### src/rtl/regfile_arbiter_if.sv
// ---------------------------------------------------------------------------
// regfile_arbiter_if
// One requester's handshake with the register-file arbiter.
//   req    : access request, held with its fields until gnt is seen
//   we     : 1 = write, 0 = read
//   addr   : register address
//   wdata  : write data
//   gnt    : one-cycle pulse, request accepted and issued
//   rvalid : one-cycle pulse, shared read data is valid for this requester
// Modports: master = requester side, slave = arbiter side.
// ---------------------------------------------------------------------------
interface regfile_arbiter_if #(
  parameter int ADDR_W = 8,
  parameter int DATA_W = 8
) ();
  logic              req;
  logic              we;
  logic [ADDR_W-1:0] addr;
  logic [DATA_W-1:0] wdata;
  logic              gnt;
  logic              rvalid;

  modport master (
    output req, we, addr, wdata,
    input  gnt, rvalid
  );

  modport slave (
    input  req, we, addr, wdata,
    output gnt, rvalid
  );
endinterface

### src/rtl/regfile_arbiter.sv
// ---------------------------------------------------------------------------
// regfile_arbiter
// Serialises accesses from the control unit (CU) and the debug/loader port
// (DBG) onto a single-ported register file. CU has fixed priority; a
// starvation counter forces a DBG grant after STARVE_LIMIT consecutive
// DBG losses. Read data comes back on a shared bus qualified by rvalid.
//
// Ports:
//   clk        : clock, rising edge
//   rst        : asynchronous active-low reset
//   cu, dbg    : requester handshakes (req/we/addr/wdata in, gnt/rvalid out)
//   rdata      : shared read data, held until the next read completes
//   err        : pulse with gnt when the address is illegal (>= NUM_REGS)
//   rf_en      : register-file access strobe
//   rf_we      : register-file write enable
//   rf_addr    : register-file address
//   rf_wdata   : register-file write data
//   rf_rdata   : register-file read data, valid the cycle after a read strobe
//   busy       : high whenever the FSM is not in IDLE
// All outputs are registered.
// ---------------------------------------------------------------------------
module regfile_arbiter #(
  parameter int ADDR_W       = 8,
  parameter int DATA_W       = 8,
  parameter int NUM_REGS     = 8,
  parameter int STARVE_LIMIT = 4
) (
  input  logic               clk,
  input  logic               rst,
  regfile_arbiter_if.slave   cu,
  regfile_arbiter_if.slave   dbg,
  output logic [DATA_W-1:0]  rdata,
  output logic               err,
  output logic               rf_en,
  output logic               rf_we,
  output logic [ADDR_W-1:0]  rf_addr,
  output logic [DATA_W-1:0]  rf_wdata,
  input  logic [DATA_W-1:0]  rf_rdata,
  output logic               busy
);

  localparam int CNT_W = $clog2(STARVE_LIMIT + 1);
  localparam logic [CNT_W-1:0]  STARVE_MAX = CNT_W'(STARVE_LIMIT);
  localparam logic [ADDR_W:0]   REGS_X     = (ADDR_W+1)'(NUM_REGS);

  typedef enum logic [1:0] {IDLE, ISSUE, RDATA} state_t;

  state_t            state_reg, state_next;
  logic [CNT_W-1:0]  starve_cnt_reg, starve_cnt_next;
  logic              we_reg, we_next;
  logic [ADDR_W-1:0] addr_reg, addr_next;
  logic [DATA_W-1:0] wdata_reg, wdata_next;
  logic              owner_dbg_reg, owner_dbg_next;
  logic              illegal_reg, illegal_next;

  logic              cu_gnt_reg, cu_gnt_next;
  logic              dbg_gnt_reg, dbg_gnt_next;
  logic              cu_rvalid_reg, cu_rvalid_next;
  logic              dbg_rvalid_reg, dbg_rvalid_next;
  logic [DATA_W-1:0] rdata_reg, rdata_next;
  logic              err_reg, err_next;
  logic              rf_en_reg, rf_en_next;
  logic              rf_we_reg, rf_we_next;
  logic [ADDR_W-1:0] rf_addr_reg, rf_addr_next;
  logic [DATA_W-1:0] rf_wdata_reg, rf_wdata_next;
  logic              busy_reg, busy_next;

  logic starve_full;
  logic dbg_wins;
  logic selecting;

  assign starve_full = (starve_cnt_reg == STARVE_MAX);
  // DBG takes the slot when it is alone or when it has lost too often.
  assign dbg_wins    = dbg.req && (!cu.req || starve_full);

  // -------------------------------------------------------------------------
  // State register (also holds every registered output)
  // -------------------------------------------------------------------------
  always_ff @(posedge clk or negedge rst) begin
    if (!rst) begin
      state_reg      <= IDLE;
      starve_cnt_reg <= '0;
      we_reg         <= 1'b0;
      addr_reg       <= '0;
      wdata_reg      <= '0;
      owner_dbg_reg  <= 1'b0;
      illegal_reg    <= 1'b0;
      cu_gnt_reg     <= 1'b0;
      dbg_gnt_reg    <= 1'b0;
      cu_rvalid_reg  <= 1'b0;
      dbg_rvalid_reg <= 1'b0;
      rdata_reg      <= '0;
      err_reg        <= 1'b0;
      rf_en_reg      <= 1'b0;
      rf_we_reg      <= 1'b0;
      rf_addr_reg    <= '0;
      rf_wdata_reg   <= '0;
      busy_reg       <= 1'b0;
    end else begin
      state_reg      <= state_next;
      starve_cnt_reg <= starve_cnt_next;
      we_reg         <= we_next;
      addr_reg       <= addr_next;
      wdata_reg      <= wdata_next;
      owner_dbg_reg  <= owner_dbg_next;
      illegal_reg    <= illegal_next;
      cu_gnt_reg     <= cu_gnt_next;
      dbg_gnt_reg    <= dbg_gnt_next;
      cu_rvalid_reg  <= cu_rvalid_next;
      dbg_rvalid_reg <= dbg_rvalid_next;
      rdata_reg      <= rdata_next;
      err_reg        <= err_next;
      rf_en_reg      <= rf_en_next;
      rf_we_reg      <= rf_we_next;
      rf_addr_reg    <= rf_addr_next;
      rf_wdata_reg   <= rf_wdata_next;
      busy_reg       <= busy_next;
    end
  end

  // -------------------------------------------------------------------------
  // Next-state logic: arbitration, field latching, starvation counter
  // -------------------------------------------------------------------------
  always_comb begin
    state_next      = state_reg;
    starve_cnt_next = starve_cnt_reg;
    we_next         = we_reg;
    addr_next       = addr_reg;
    wdata_next      = wdata_reg;
    owner_dbg_next  = owner_dbg_reg;
    illegal_next    = illegal_reg;

    case (state_reg)
      IDLE: begin
        if (!dbg.req) starve_cnt_next = '0;
        if (cu.req || dbg.req) begin
          state_next     = ISSUE;
          owner_dbg_next = dbg_wins;
          if (dbg_wins) begin
            we_next         = dbg.we;
            addr_next       = dbg.addr;
            wdata_next      = dbg.wdata;
            starve_cnt_next = '0;
          end else begin
            we_next    = cu.we;
            addr_next  = cu.addr;
            wdata_next = cu.wdata;
            // A DBG request lost to CU: count it, saturating.
            if (dbg.req && !starve_full)
              starve_cnt_next = starve_cnt_reg + CNT_W'(1);
          end
          illegal_next = ({1'b0, addr_next} >= REGS_X);
        end
      end
      ISSUE:   state_next = we_reg ? IDLE : RDATA;
      RDATA:   state_next = IDLE;
      default: state_next = IDLE;
    endcase
  end

  // -------------------------------------------------------------------------
  // Output logic: values computed one cycle early so that every output
  // leaves a flop. ISSUE-cycle strobes are loaded at the selection edge,
  // rvalid/rdata at the end of RDATA.
  // -------------------------------------------------------------------------
  assign selecting = (state_reg == IDLE) && (state_next == ISSUE);

  always_comb begin
    cu_gnt_next     = 1'b0;
    dbg_gnt_next    = 1'b0;
    cu_rvalid_next  = 1'b0;
    dbg_rvalid_next = 1'b0;
    err_next        = 1'b0;
    rf_en_next      = 1'b0;
    rf_we_next      = 1'b0;
    rf_addr_next    = rf_addr_reg;
    rf_wdata_next   = rf_wdata_reg;
    rdata_next      = rdata_reg;
    busy_next       = (state_next != IDLE);

    if (selecting) begin
      cu_gnt_next   = !owner_dbg_next;
      dbg_gnt_next  = owner_dbg_next;
      rf_en_next    = !illegal_next;
      rf_we_next    = we_next;
      rf_addr_next  = addr_next;
      rf_wdata_next = wdata_next;
      err_next      = illegal_next;
    end

    if (state_reg == RDATA) begin
      cu_rvalid_next  = !owner_dbg_reg;
      dbg_rvalid_next = owner_dbg_reg;
      // Illegal addresses never strobed the file, so return zero instead.
      rdata_next      = illegal_reg ? '0 : rf_rdata;
    end
  end

  assign cu.gnt     = cu_gnt_reg;
  assign dbg.gnt    = dbg_gnt_reg;
  assign cu.rvalid  = cu_rvalid_reg;
  assign dbg.rvalid = dbg_rvalid_reg;
  assign rdata      = rdata_reg;
  assign err        = err_reg;
  assign rf_en      = rf_en_reg;
  assign rf_we      = rf_we_reg;
  assign rf_addr    = rf_addr_reg;
  assign rf_wdata   = rf_wdata_reg;
  assign busy       = busy_reg;

endmodule
### src/flat_wrapper.sv
// flat-port wrapper written by rule: the top's interface ports become plain ports
module regfile_arbiter_flat 
#(
  parameter int ADDR_W       = 8,
  parameter int DATA_W       = 8,
  parameter int NUM_REGS     = 8,
  parameter int STARVE_LIMIT = 4
)
  (clk, rst, rdata, err, rf_en, rf_we, rf_addr, rf_wdata, rf_rdata, busy, cu_req, cu_we, cu_addr, cu_wdata, cu_gnt, cu_rvalid, dbg_req, dbg_we, dbg_addr, dbg_wdata, dbg_gnt, dbg_rvalid);
  regfile_arbiter_if #(.ADDR_W(ADDR_W), .DATA_W(DATA_W)) cu_i ();
  regfile_arbiter_if #(.ADDR_W(ADDR_W), .DATA_W(DATA_W)) dbg_i ();
  input  logic clk;
  input  logic rst;
  output logic [DATA_W-1:0] rdata;
  output logic err;
  output logic rf_en;
  output logic rf_we;
  output logic [ADDR_W-1:0] rf_addr;
  output logic [DATA_W-1:0] rf_wdata;
  input  logic [DATA_W-1:0] rf_rdata;
  output logic busy;
  input wire logic [$bits(cu_i.req)-1:0] cu_req;
  input wire logic [$bits(cu_i.we)-1:0] cu_we;
  input wire logic [$bits(cu_i.addr)-1:0] cu_addr;
  input wire logic [$bits(cu_i.wdata)-1:0] cu_wdata;
  output wire logic [$bits(cu_i.gnt)-1:0] cu_gnt;
  output wire logic [$bits(cu_i.rvalid)-1:0] cu_rvalid;
  input wire logic [$bits(dbg_i.req)-1:0] dbg_req;
  input wire logic [$bits(dbg_i.we)-1:0] dbg_we;
  input wire logic [$bits(dbg_i.addr)-1:0] dbg_addr;
  input wire logic [$bits(dbg_i.wdata)-1:0] dbg_wdata;
  output wire logic [$bits(dbg_i.gnt)-1:0] dbg_gnt;
  output wire logic [$bits(dbg_i.rvalid)-1:0] dbg_rvalid;
  assign cu_i.req = cu_req;
  assign cu_i.we = cu_we;
  assign cu_i.addr = cu_addr;
  assign cu_i.wdata = cu_wdata;
  assign cu_gnt = cu_i.gnt;
  assign cu_rvalid = cu_i.rvalid;
  assign dbg_i.req = dbg_req;
  assign dbg_i.we = dbg_we;
  assign dbg_i.addr = dbg_addr;
  assign dbg_i.wdata = dbg_wdata;
  assign dbg_gnt = dbg_i.gnt;
  assign dbg_rvalid = dbg_i.rvalid;
  regfile_arbiter #(.ADDR_W(ADDR_W), .DATA_W(DATA_W), .NUM_REGS(NUM_REGS), .STARVE_LIMIT(STARVE_LIMIT)) u_core (.clk(clk), .rst(rst), .cu(cu_i), .dbg(dbg_i), .rdata(rdata), .err(err), .rf_en(rf_en), .rf_we(rf_we), .rf_addr(rf_addr), .rf_wdata(rf_wdata), .rf_rdata(rf_rdata), .busy(busy));
endmodule
### config.mk
export PLATFORM = sky130hd
export DESIGN_NAME = regfile_arbiter_flat
export DESIGN_NICKNAME = d
export VERILOG_FILES = /design/src/rtl/regfile_arbiter_if.sv /design/src/rtl/regfile_arbiter.sv /design/src/flat_wrapper.sv
export SDC_FILE = /design/constraint.sdc
export NUM_CORES = 1
export LEC_CHECK = 0
export ABC_AREA = 1
export CAP_MARGIN = 20
export CORE_UTILIZATION = 43
export CTS_BUF_LIST = sky130_fd_sc_hd__clkbuf_4 sky130_fd_sc_hd__clkbuf_8
export DETAILED_ROUTE_END_ITERATION = 8
export HOLD_SLACK_MARGIN = 0.1
export PLACE_DENSITY_LB_ADDON = 0.15
export SLEW_MARGIN = 25
export SYNTH_ARGS = -nofsm -noshare
export SYNTH_HDL_FRONTEND = slang
export SYNTH_SLANG_ARGS = --single-unit
### constraint.sdc
create_clock -name clk -period 1.8 [get_ports clk]
set_clock_uncertainty 0.1 [all_clocks]
set_input_delay 0.18 -clock clk [delete_from_list [all_inputs] [get_ports clk]]
set_output_delay 0.18 -clock clk [all_outputs]
set_load 0.05 [all_outputs]
==> impl_metrics.yaml, run 1 <==
status:
  status: "finished clean"
setup_path:
  end_kind: "output pin"
  arrival_ps: 1470
  slowest_stage: "clkdlybuf4s50_1"
  max_stage_delay_ps: 810
  worst-path-buf-inv: 1
  worstPathCellList: "clkdlybuf4s50_1"
  cp-start-kind: "register"
  cp_data_required_time_ps: 1520
  crit_type: "reg -> out"
  path_delay_family: "buffers and inverters"
  critPathMaxFanout: 2
floorplanning:
  rows: 23
  die_w_microns: 67.11
  die_h_microns: 67.11
  io_pins: 78
  core_sq_um: 4029
  start_util_pct: 45.25
  dieArea_sq_um: 4504
detailed_routing:
  wl_per_cell_microns: 12.47
  postRouteAntennaNets: 0
  dr.first_iter.drc_count: 53
  drc_errors: 0
  finalWirelength_mm: 3.989
  vias_per_cell: 4.719
  vias: 1510
  drt-pass1-iter-count: 4
global_routing:
  grt-ovfl-total: 0
  grt_pass1_vias: 1424
  antenna_found_initial: 0
  grtUsageTotal_pct: 19.32
  grt_pass1_wl_mm: 6.437
  grt_max_degree: 22
timing:
  worst_slack_ps: 49.57
  finalSetupViolations: 0
  rsz0062_at_grt: "false"
  fmax_ghz: 0.5713
  fin_crit_ps: 1750
  relSlewSlack_pct: 65.08
  maxSlewViolCount: 0
  hold_viol: 0
  tightest_slew_ps: 522.1
  setup_tns_ps: 0
  fin_crit_sh_pct: 97.25
finish:
  syn2layout_area_growth_pct: 51.54
  fillers: 330
  regArea_sq_um: 1001
  fin_nets: 317
  num_antenna_cells: 0
  fin_util_pct: 68.57
  layout-drive-gt1-share_pct: 14.44
  multi_input_area_sq_um: 695.7
  final_common_cell: "clkdlybuf4s50_1"
  layout_common_cells: "clkdlybuf4s50_1 (71), nand2_1 (66), dfrtp_1 (40)"
synth:
  synth-xor-area-share_pct: 0.4804
  post_synth.cell_area_avg_sq_um: 9.801
  yosys.area_share.simple_pct: 26.01
  synth_warnings: 0
  synth_top_family_by_area: "simple AND/OR/NAND/NOR gates"
  synth_edf_count: 0
  async_flop_share_pct: 100.0
  ys_types: 32
  synthAdderAreaFrac_pct: 1.373
  synth-compound-area-share_pct: 10.30
  synth-seq-cells: 40
  ys_seq_area_share_pct: 54.91
  ys.flop_type: "dfrtp_1"
  syn_nets: 234
  netlist_area_sq_um: 1823
  synth.mux.area_fraction_pct: 0
  netlist_instances: 186
clock_tree:
  cts_setup_buffers: 0
  cts_tree: "done"
  clk_pin_slew_ps: 90
  cts_buffer_depth: 2
  cts_max_level: 2
  cts.sinks: 40
  root_buffer: "clkbuf_8"
  cts_inserted_buffers: 5
  clock_latency_ps: 290
run:
  maxCapViolCount: 0
power:
  power_mw: 5.261
  power.density_nw_per_um2: 1904
  vdd_drop_max_mv: 1.018
  leakage_nw: 1.349
placed_design:
  dp_slack_ps: 82.31
  port_buffers: 77
  hpwl_mm: 2.877
  place.gp.congestion: 0.8882
hold_path:
  hp-class: "in -> async"
## layout make-up
class                           count  area share, %
Multi-Input combinational cell    122          25.18
Sequential cell                    40          36.23
Tap cell                           50          2.264
Clock inverter                      3          1.676
Clock buffer                        5          2.491
Timing Repair Buffer               82          29.53
Inverter                           18          2.627
## cell families after synthesis
logic type,count (synthesis)
fa+ha+maj,2
xor+xnor,1
buf+inv,24
flops,40
simple gates,100
compound gates,19
## Yosys cell counts (2+ instances only)
cell      count  area (sq um)
buf_6         3         33.78
nor3_1        2         10.01
nand2_2       2         12.51
nor2_1        3         11.26
nand3b_1      2         15.01
inv_1        14         52.55
a21oi_1       2         10.01
a22oi_1       3         22.52
dfrtp_1      40          1001
buf_4         2         15.01
nand2_1      66         247.7
a22oi_2       8         100.1
ha_1          2         25.02
inv_4         2         12.51
nand3_1      17         85.08
nand2_4       2         22.52
## power by group
group	internal, mW	switching, mW	total, mW	leakage [nW]
combinational	0.992	2.00	2.99	0.786
clock	0.418	0.331	0.748	0.0548
sequential	1.30	0.220	1.52	0.508
## per-stage QoR
step	cell area, sq um	instances	hold WS (ps)
finish	2763	320	277.1
global route	2763	320	323.2
global placement	2633	311	75.24
detailed placement	2633	311	69.70
CTS	2758	320	295.2
floorplan	1823	186	-215.6
## layer usage
| metal | share of wire, % | vias up | wire length (microns) | GRT usage [%] |
|---|---|---|---|---|
| met5 | 0 | - | 0 | 0 |
| met4 | 0.53 | 0 | 21 | 5.851 |
| met3 | 8.0 | 3 | 318 | 6.678 |
| met2 | 45 | 60 | 1794 | 29.25 |
| met1 | 47 | 686 | 1855 | 25.90 |
| li1 | - | 761 | - | - |
## what timing repair did
item	4_1_cts	5_1_grt
hold buffers	1	0
resized for setup	0	2
hold endpoints to repair	20	0
setup endpoints to repair	0	2
## worst paths after layout
check                      slack, ps  cells after the start                 end                      from
setup / recovery                  50                      1          rf_addr[1]         u_core.rf_addr[1]
hold reg to reg                  330                      1    u_core.cu.rvalid      u_core.owner_dbg_reg
setup reg to reg                 120                     10  u_core.illegal_reg  u_core.starve_cnt_reg[0]
max in group asynchronous        850                      3  u_core.illegal_reg                       rst
min in group clk                 330                      1    u_core.cu.rvalid      u_core.owner_dbg_reg
hold / removal                   280                      2     u_core.rdata[5]                       rst
(Power assumes the default switching activity.)
==> run 2, diff against run 1 <==
Settings changed: CORE_UTILIZATION 43 to 55, DONT_BUFFER_PORTS from default to 1.
==> impl_metrics.yaml, run 2 (same netlist as run 1, synthesis figures left out) <==
power:
  vdd_drop_max_mv: 1.108
  leakage_nw: 1.194
  power.density_nw_per_um2: 1851
timing:
  rsz0062_at_grt: "false"
  hold_ws_ps: 202.3
  setup_tns_ps: 0
  hold_viol: 0
  relSlewSlack_pct: 66.84
  worst_slack_ps: 104.4
  fmax_ghz: 0.5898
  fin_crit_ps: 1696
  fin_crit_sh_pct: 94.20
  tightest_slew_ps: 497.4
  maxSlewViolCount: 0
  finalSetupViolations: 0
finish:
  syn2layout_area_growth_pct: 30.95
  fillers: 224
  layout_common_cells: "nand2_1 (65), dlygate4sd3_1 (46), dfrtp_1 (40)"
  final_common_cell: "nand2_1"
  layout-drive-gt1-share_pct: 14.41
  num_antenna_cells: 0
  fin_nets: 284
  fin_util_pct: 76.94
clock_tree:
  cts_setup_buffers: 0
  clk_pin_slew_ps: 110
  cts_tree: "done"
  cts_max_level: 2
  cts.sinks: 40
  root_buffer: "clkbuf_4"
  cts_inserted_buffers: 5
  clock_latency_ps: 340
  cts_buffer_depth: 2
detailed_routing:
  vias: 1473
  wl_per_cell_microns: 15.48
  drc_errors: 0
  postRouteAntennaNets: 0
  dr.first_iter.drc_count: 110
  drt-pass1-iter-count: 4
  finalWirelength_mm: 4.335
  vias_per_cell: 5.261
global_routing:
  grt_max_degree: 41
  grtUsageTotal_pct: 25.92
  grt_pass1_wl_mm: 6.555
  grt_pass1_vias: 1439
  grt-ovfl-total: 0
  antenna_found_initial: 0
setup_path:
  arrival_ps: 1830
  worst-path-buf-inv: 1
  crit_top_cell: "nand2_1"
  cp_data_required_time_ps: 1940
  max_stage_delay_ps: 410
  critPathMaxFanout: 8
  cp-start-kind: "register"
  slowest_stage: "dfrtp_1"
  worstPathCellList: "inv_1 -> ha_1 -> nand2_2 -> nand2_4 -> nand2_8 -> nand2_1 -> nand2_1 -> nand3_1 -> o21bai_2 -> nand2_1"
  end_kind: "register"
  crit_type: "reg -> reg"
  path_delay_family: "simple AND/OR/NAND/NOR gates"
floorplanning:
  start_util_pct: 58.75
  dieArea_sq_um: 3549
  core_sq_um: 3103
  rows: 20
  die_w_microns: 59.57
  io_pins: 78
  die_h_microns: 59.57
run:
  maxCapViolCount: 0
hold_path:
  hp-class: "in -> async"
placed_design:
  place.gp.congestion: 0.8012
  dp_slack_ps: 169.2
  port_buffers: 0
  hpwl_mm: 2.510
status:
  status: "finished clean"
run 2: changes by cell type in the layout (fill, tap and decap cells not counted), sizes merged:
| cell | change |
|---|---|
| clkdlybuf4s50 | -71 |
| dlygate4sd3 | +45 |
| inv | -1 |
| bufinv | -1 |
| buf | -5 |
| clkinvlp | -1 |
| clkbuf | +2 |
| dlymetal6s2s | -2 |
run 2: worst paths after layout:
kind                                          start  slack, ps  cells past startpoint                  to
max                        u_core.starve_cnt_reg[0]        100                     10  u_core.illegal_reg
min                                             rst        200                      2   u_core.dbg.rvalid
max reg2reg                u_core.starve_cnt_reg[0]        100                     10  u_core.illegal_reg
min reg2reg                    u_core.owner_dbg_reg        340                      1    u_core.cu.rvalid
max in group asynchronous                       rst       1200                      2   u_core.rf_addr[0]
min in group clk               u_core.owner_dbg_reg        340                      1    u_core.cu.rvalid
run 2: cell type report:
type                       instances  area, sq um  area share (%)
tap                               44        55.05           2.306
timing repair buffer              49        495.5           20.75
clock buffer                       7        65.06           2.725
sequential                        40         1001           41.93
multi-input combinational        122        698.2           29.25
inverter                          18        72.57           3.040
run 2: per-stage QoR:
| step | power, mW | area (sq um) | cells |
|---|---|---|---|
| 2_1_floorplan | 3.583 | 1823 | 186 |
| 3_3_place_gp | 3.736 | 1839 | 226 |
| 3_5_place_dp | 3.800 | 1839 | 226 |
| 4_1_cts | 4.396 | 2385 | 280 |
| 5_1_grt | 4.662 | 2387 | 280 |
| 6_report | 4.419 | 2387 | 280 |
run 2: routing by layer:
layer / routed length (microns) / vias to the layer above / GRT usage, %
met1: 1734 / 710 / 29.69
met2: 2303 / 63 / 45.26
met4: 53 / 0 / 11.30
met3: 244 / 6 / 6.987
met5: 0 / - / 0
li1: - / 694 / -
run 2: where the power goes:
group,switching (mW),internal (mW),total (mW)
clock network,0.268,0.222,0.489
registers,1.45,1.28,2.74
logic,0.739,0.456,1.19
total,2.46,1.96,4.42
run 2: repair_timing:
item                                    4_1_cts  5_1_grt
hold buffers                                 47        1
endpoints found under the setup margin        0        2
gates resized for setup                       0        1
hold endpoints to repair                     77        1
